===== config.mk =====
export PLATFORM = sky130hd
export DESIGN_NAME = lane_slip_sched
export DESIGN_NICKNAME = d
export VERILOG_FILES = /design/src/rtl/lane_slip_sched.sv
export SDC_FILE = /design/constraint.sdc
export NUM_CORES = 1
export LEC_CHECK = 0
export CAP_MARGIN = 20
export CORE_MARGIN = 2
export CORE_UTILIZATION = 25
export CTS_CLUSTER_DIAMETER = 200
export CTS_CLUSTER_SIZE = 10
export DETAILED_ROUTE_END_ITERATION = 16
export GPL_ROUTABILITY_DRIVEN = 0
export MAX_ROUTING_LAYER = met4
export SETUP_SLACK_MARGIN = 0.3
export SKIP_CTS_REPAIR_TIMING = 1
export SLEW_MARGIN = 20
export SYNTH_ARGS = -nofsm -noshare
export SYNTH_HDL_FRONTEND = slang
export SYNTH_SLANG_ARGS = --single-unit
export TNS_END_PERCENT = 30

===== constraint.sdc =====
create_clock -name clk -period 2.47 [get_ports clk]
set_clock_uncertainty 0.15 [all_clocks]
set_input_delay 0.3705 -clock clk [delete_from_list [all_inputs] [get_ports clk]]
set_output_delay 0.3705 -clock clk [all_outputs]
set_load 0.01 [all_outputs]

===== src/rtl/lane_slip_sched.sv =====
// Bitslip scheduler and lock supervisor for a multi-lane PCS receive path.
// Grants one slip at a time in round-robin order, then holds off so the gearbox can settle.
module lane_slip_sched #(
  parameter int LANES        = 4,
  parameter int SLIP_HOLDOFF = 32,
  parameter int LOCK_TIMEOUT = 65536
) (
  input  logic             clk,
  input  logic             reset,
  input  logic [LANES-1:0] slip_req,
  input  logic [LANES-1:0] block_locked,
  output logic [LANES-1:0] slip_out,
  output logic [LANES-1:0] lane_hold,
  output logic             all_locked,
  output logic [LANES-1:0] lane_resync
);

  localparam int PTR_W = (LANES > 1) ? $clog2(LANES) : 1;
  localparam int HC_W  = (SLIP_HOLDOFF > 1) ? $clog2(SLIP_HOLDOFF) : 1;
  localparam int TO_W  = $clog2(LOCK_TIMEOUT);

  typedef enum logic {
    IDLE = 1'b0,
    HOLD = 1'b1
  } state_e;

  state_e           state_q, state_d;
  logic [PTR_W-1:0] ptr_q, ptr_d;
  logic [HC_W-1:0]  hold_cnt_q, hold_cnt_d;
  logic [TO_W-1:0]  to_cnt_q, to_cnt_d;
  logic [LANES-1:0] slip_out_q, slip_out_d;
  logic [LANES-1:0] lane_resync_q, lane_resync_d;
  logic             all_locked_q, all_locked_d;

  logic             grant_found;
  logic [PTR_W-1:0] grant_idx;
  logic [PTR_W-1:0] cand;

  // Round-robin search starts just after the last granted lane, so a lane
  // that keeps requesting yields to every other requester before it wins again.
  always_comb begin
    grant_found = 1'b0;
    grant_idx   = ptr_q;
    cand        = ptr_q;
    for (int i = 1; i <= LANES; i++) begin
      cand = PTR_W'((int'(ptr_q) + i) % LANES);
      if (!grant_found && slip_req[cand]) begin
        grant_found = 1'b1;
        grant_idx   = cand;
      end
    end
  end

  always_comb begin
    state_d    = state_q;
    ptr_d      = ptr_q;
    hold_cnt_d = hold_cnt_q;
    slip_out_d = '0;
    case (state_q)
      IDLE: begin
        if (grant_found) begin
          slip_out_d = LANES'(1) << grant_idx;
          ptr_d      = grant_idx;
          hold_cnt_d = HC_W'(SLIP_HOLDOFF - 1);
          state_d    = HOLD;
        end
      end
      HOLD: begin
        if (hold_cnt_q == '0) begin
          state_d = IDLE;
        end else begin
          hold_cnt_d = hold_cnt_q - 1'b1;
        end
      end
      default: state_d = IDLE;
    endcase
  end

  // Lock supervisor: any all-locked cycle restarts the timeout window.
  always_comb begin
    all_locked_d  = &block_locked;
    lane_resync_d = '0;
    to_cnt_d      = to_cnt_q;
    if (&block_locked) begin
      to_cnt_d = '0;
    end else if (to_cnt_q == TO_W'(LOCK_TIMEOUT - 1)) begin
      lane_resync_d = ~block_locked;
      to_cnt_d      = '0;
    end else begin
      to_cnt_d = to_cnt_q + 1'b1;
    end
  end

  always_ff @(posedge clk or posedge reset) begin
    if (reset) begin
      state_q       <= IDLE;
      ptr_q         <= PTR_W'(LANES - 1);
      hold_cnt_q    <= '0;
      to_cnt_q      <= '0;
      slip_out_q    <= '0;
      lane_resync_q <= '0;
      all_locked_q  <= 1'b0;
    end else begin
      state_q       <= state_d;
      ptr_q         <= ptr_d;
      hold_cnt_q    <= hold_cnt_d;
      to_cnt_q      <= to_cnt_d;
      slip_out_q    <= slip_out_d;
      lane_resync_q <= lane_resync_d;
      all_locked_q  <= all_locked_d;
    end
  end

  assign slip_out    = slip_out_q;
  assign lane_resync = lane_resync_q;
  assign all_locked  = all_locked_q;
  assign lane_hold   = (state_q == HOLD) ? (LANES'(1) << ptr_q) : '0;

endmodule


==> summary.txt <==
RSZ-0062 raised after global routing -> true
Synthesized Nets -> 186
Synth Register Bits -> 33
post-route minimum period -> 2.33 ns
fill count -> 698
synth top area cells -> dfrtp_1 45%, xor2_1 6.0%, nor2_1 5.6%
vias in the first global route -> 1301
internal power -> 0.00153 W
Via density -> 4.69
share of flip-flops with an asynchronous set or reset -> 100%
Critical Path Slowest Stage Cell -> dfstp_4
count leader, synth -> dfrtp_1
cell count after synthesis -> 170
Worst path max stage delay -> 0.69 ns
share of cells above drive strength 1 -> 18.9%
Final period util -> 94.4%
syn avg cell area -> 10.3 sq um
Worst Path Required -> 2.53 ns
First-pass DRT Iterations -> 4
die width -> 87.5 microns
pin count of the biggest net entering global routing -> 22
final WL -> 3610 microns
Power Density -> 1060 nW/um^2
GRT Total Usage -> 10.5%
CTS max path bufs -> 2
crit-path cells -> buf_6, mux4_2, a211oi_4, inv_1, a211o_1, nor2_1
Yosys cell types -> 39
WHS -> 0.270 ns
Critical Path End Type -> flip-flop
worst ir drop on vdd -> 591 uV
cell row count -> 30
Reg power frac -> 33.1%
Main synth FF type -> dfrtp_1
clock sink count -> 33
setup ws final -> 0.139 ns
crit start category -> flip-flop
CTS root buf -> clkbuf_8
Worst Hold Class -> primary input to asynchronous set/reset pin
initial antenna violation count -> 0
Nets -> 221
max cap viols -> 0
H-tree lvl count -> 2
cell area after technology mapping -> 1740 sq um
clock latency on the worst-skew pair -> 0.29 ns
number of synthesized flops with an enable pin -> 0
Final Hold Fails -> 0
critical path data arrival time -> 2.40 ns
DRC -> 0
wire per inst -> 12.6 microns
Die H -> 87.5 microns
Fmax achieved -> 0.429 GHz
R2R Path End -> slip_out[3]
Slew HR -> 64.4%
final antenna-violating net count -> 0
I/O pin count -> 23
Combinational Power Share -> 51.3%
Clock power frac -> 15.6%
first-pass GRT wire length -> 5960 microns
die area -> 7660 sq um
status -> completed
worst-path fanout max -> 5
Seq/Total Area, Yosys -> 47.5%
area leader, netlist -> dfrtp_1
post-synth top area share -> 44.5%
leakage power -> 1.08 nW
NetSw -> 0.000948 W
worst slack at placement -> 0.0519 ns
Switching Share -> 38.3%
Worst R2R Start -> ptr_q[0]
R2R depth -> 6
Clock transition at path regs -> 0.07 ns
Synth top cells by count -> 31 x dfrtp_1, 26 x nor2_1, 12 x xor2_1
area added between synthesis and finish -> 34.0%
area of the core -> 6760 sq um
Worst Tran Pin Value -> 0.533 ns
Yosys warning count -> 0
Starting Density -> 25.8%
diodes inserted -> 0
max-slew violations -> 0
Finish-stage setup viols -> 0
kind of critical path -> flip-flop to flip-flop
Remaining Overflow, GRT -> 0
CTS tree -> yes
flop2flop setup slack -> 0.14 ns
number of vias in the routed layout -> 1342
hpwl dp -> 2550 microns
Starting DRT DRC Count -> 31
port buffer count -> 22
cts bufs inserted -> 5
==> worst max-delay path, delay by kind of cell, from the launching register on <==
family | cells | cell delay [ns]
AOI/OAI and AO/OA | 2 | 0.59
buffers and inverters | 2 | 0.20
DFF | 1 | 0.69
muxes | 1 | 0.53
and+or+nand+nor | 1 | 0.10
==> cells by family (layout without fill, tap and decap cells) <==
| family | after synthesis | count (layout) | share of synthesized area (%) |
|---|---|---|---|
| buffers and inverters | 14 | 50 | 3.52 |
| multiplexers | 10 | 10 | 7.54 |
| AND/OR/NAND/NOR | 68 | 68 | 19.7 |
| AO/OA/AOI/OAI | 24 | 24 | 9.91 |
| adder cells (fa/ha/maj) | 6 | 6 | 4.31 |
| XOR/XNOR | 15 | 15 | 7.54 |
| flip-flops | 33 | 33 | 47.5 |
==> routing by layer <==
| metal | wire [microns] | track usage (%) | vias to the layer above |
|---|---|---|---|
| met1 | 1690 | 13.1 | 653 |
| met2 | 1720 | 15.6 | 23 |
| met3 | 142 | 3.98 | 5 |
| li1 | - | - | 661 |
| met5 | 0 | - | - |
| met4 | 53 | 3.78 | 0 |
==> stage by stage <==
step	setup TNS, ns	util, %	cells	area [sq um]	power [W]
floorplan	0	-	170	1800	0.00160
global placement	0	31.7	274	2140	0.00188
detailed placement	0	31.7	274	2140	0.00189
CTS	-0.118	32.9	282	2220	0.00229
global route	0	34.6	286	2330	0.00266
finish	0	34.6	286	2330	0.00247
==> worst max path at each step <==
stage | startpoint | endpoint | slack [ns]
finish | ptr_q[0] | slip_out[3] | 0.14
CTS | ptr_q[0] | lane_hold[1] | -0.06
global placement | slip_req[1] | slip_out[1] | 0.09
floorplan | ptr_q[0] | slip_out[2] | 0.26
global route | ptr_q[0] | slip_out[3] | 0.06
detailed placement | slip_req[1] | slip_out[1] | 0.05
==> sequential cells by signal, indices dropped and copies added, names as in the netlist <==
signal,flops
all_locked,1
ptr_q,2
hold_cnt_q,5
lane_resync,4
slip_out,4
state_q,1
to_cnt_q,16
==> power groups by stage <==
stage | combinational (W) | sequential [W] | clock [W]
6_report | 0.00127 | 0.000819 | 0.000386
5_1_grt | 0.00140 | 0.000838 | 0.000424
4_1_cts | 0.00106 | 0.000822 | 0.000405
3_5_place_dp | 0.00106 | 0.000827 | 0
3_3_place_gp | 0.00105 | 0.000829 | 0
2_1_floorplan | 0.000821 | 0.000782 | 0
==> final cells by class <==
class | instances | area (sq um) | area share (%)
flip-flops and latches | 33 | 832 | 35.6
repair buffers | 33 | 329 | 14.1
well taps | 80 | 100 | 4.29
multi-input cells | 123 | 945 | 40.5
clock inverters | 2 | 10.0 | 0.429
inverters | 9 | 46.3 | 1.98
clock buffers | 6 | 72.6 | 3.11
==> cells in the final DEF, fill, tap and decap left out, types with 3 or more instances in the layout <==
| cell | synthesis | final |
|---|---|---|
| and2_1 | 6 | 6 |
| and3_1 | 6 | 6 |
| and4_1 | 3 | 3 |
| buf_4 | 0 | 9 |
| clkbuf_8 | 0 | 5 |
| clkdlybuf4s50_1 | 0 | 18 |
| dfrtp_1 | 31 | 31 |
| dlymetal6s2s_1 | 0 | 4 |
| ha_1 | 6 | 5 |
| inv_1 | 8 | 8 |
| mux2i_1 | 6 | 3 |
| nand2_1 | 9 | 9 |
| nand3_1 | 6 | 6 |
| nor2_1 | 26 | 25 |
| o21ai_0 | 5 | 4 |
| xnor2_1 | 3 | 3 |
| xor2_1 | 12 | 12 |
(Power assumes the default switching activity.)
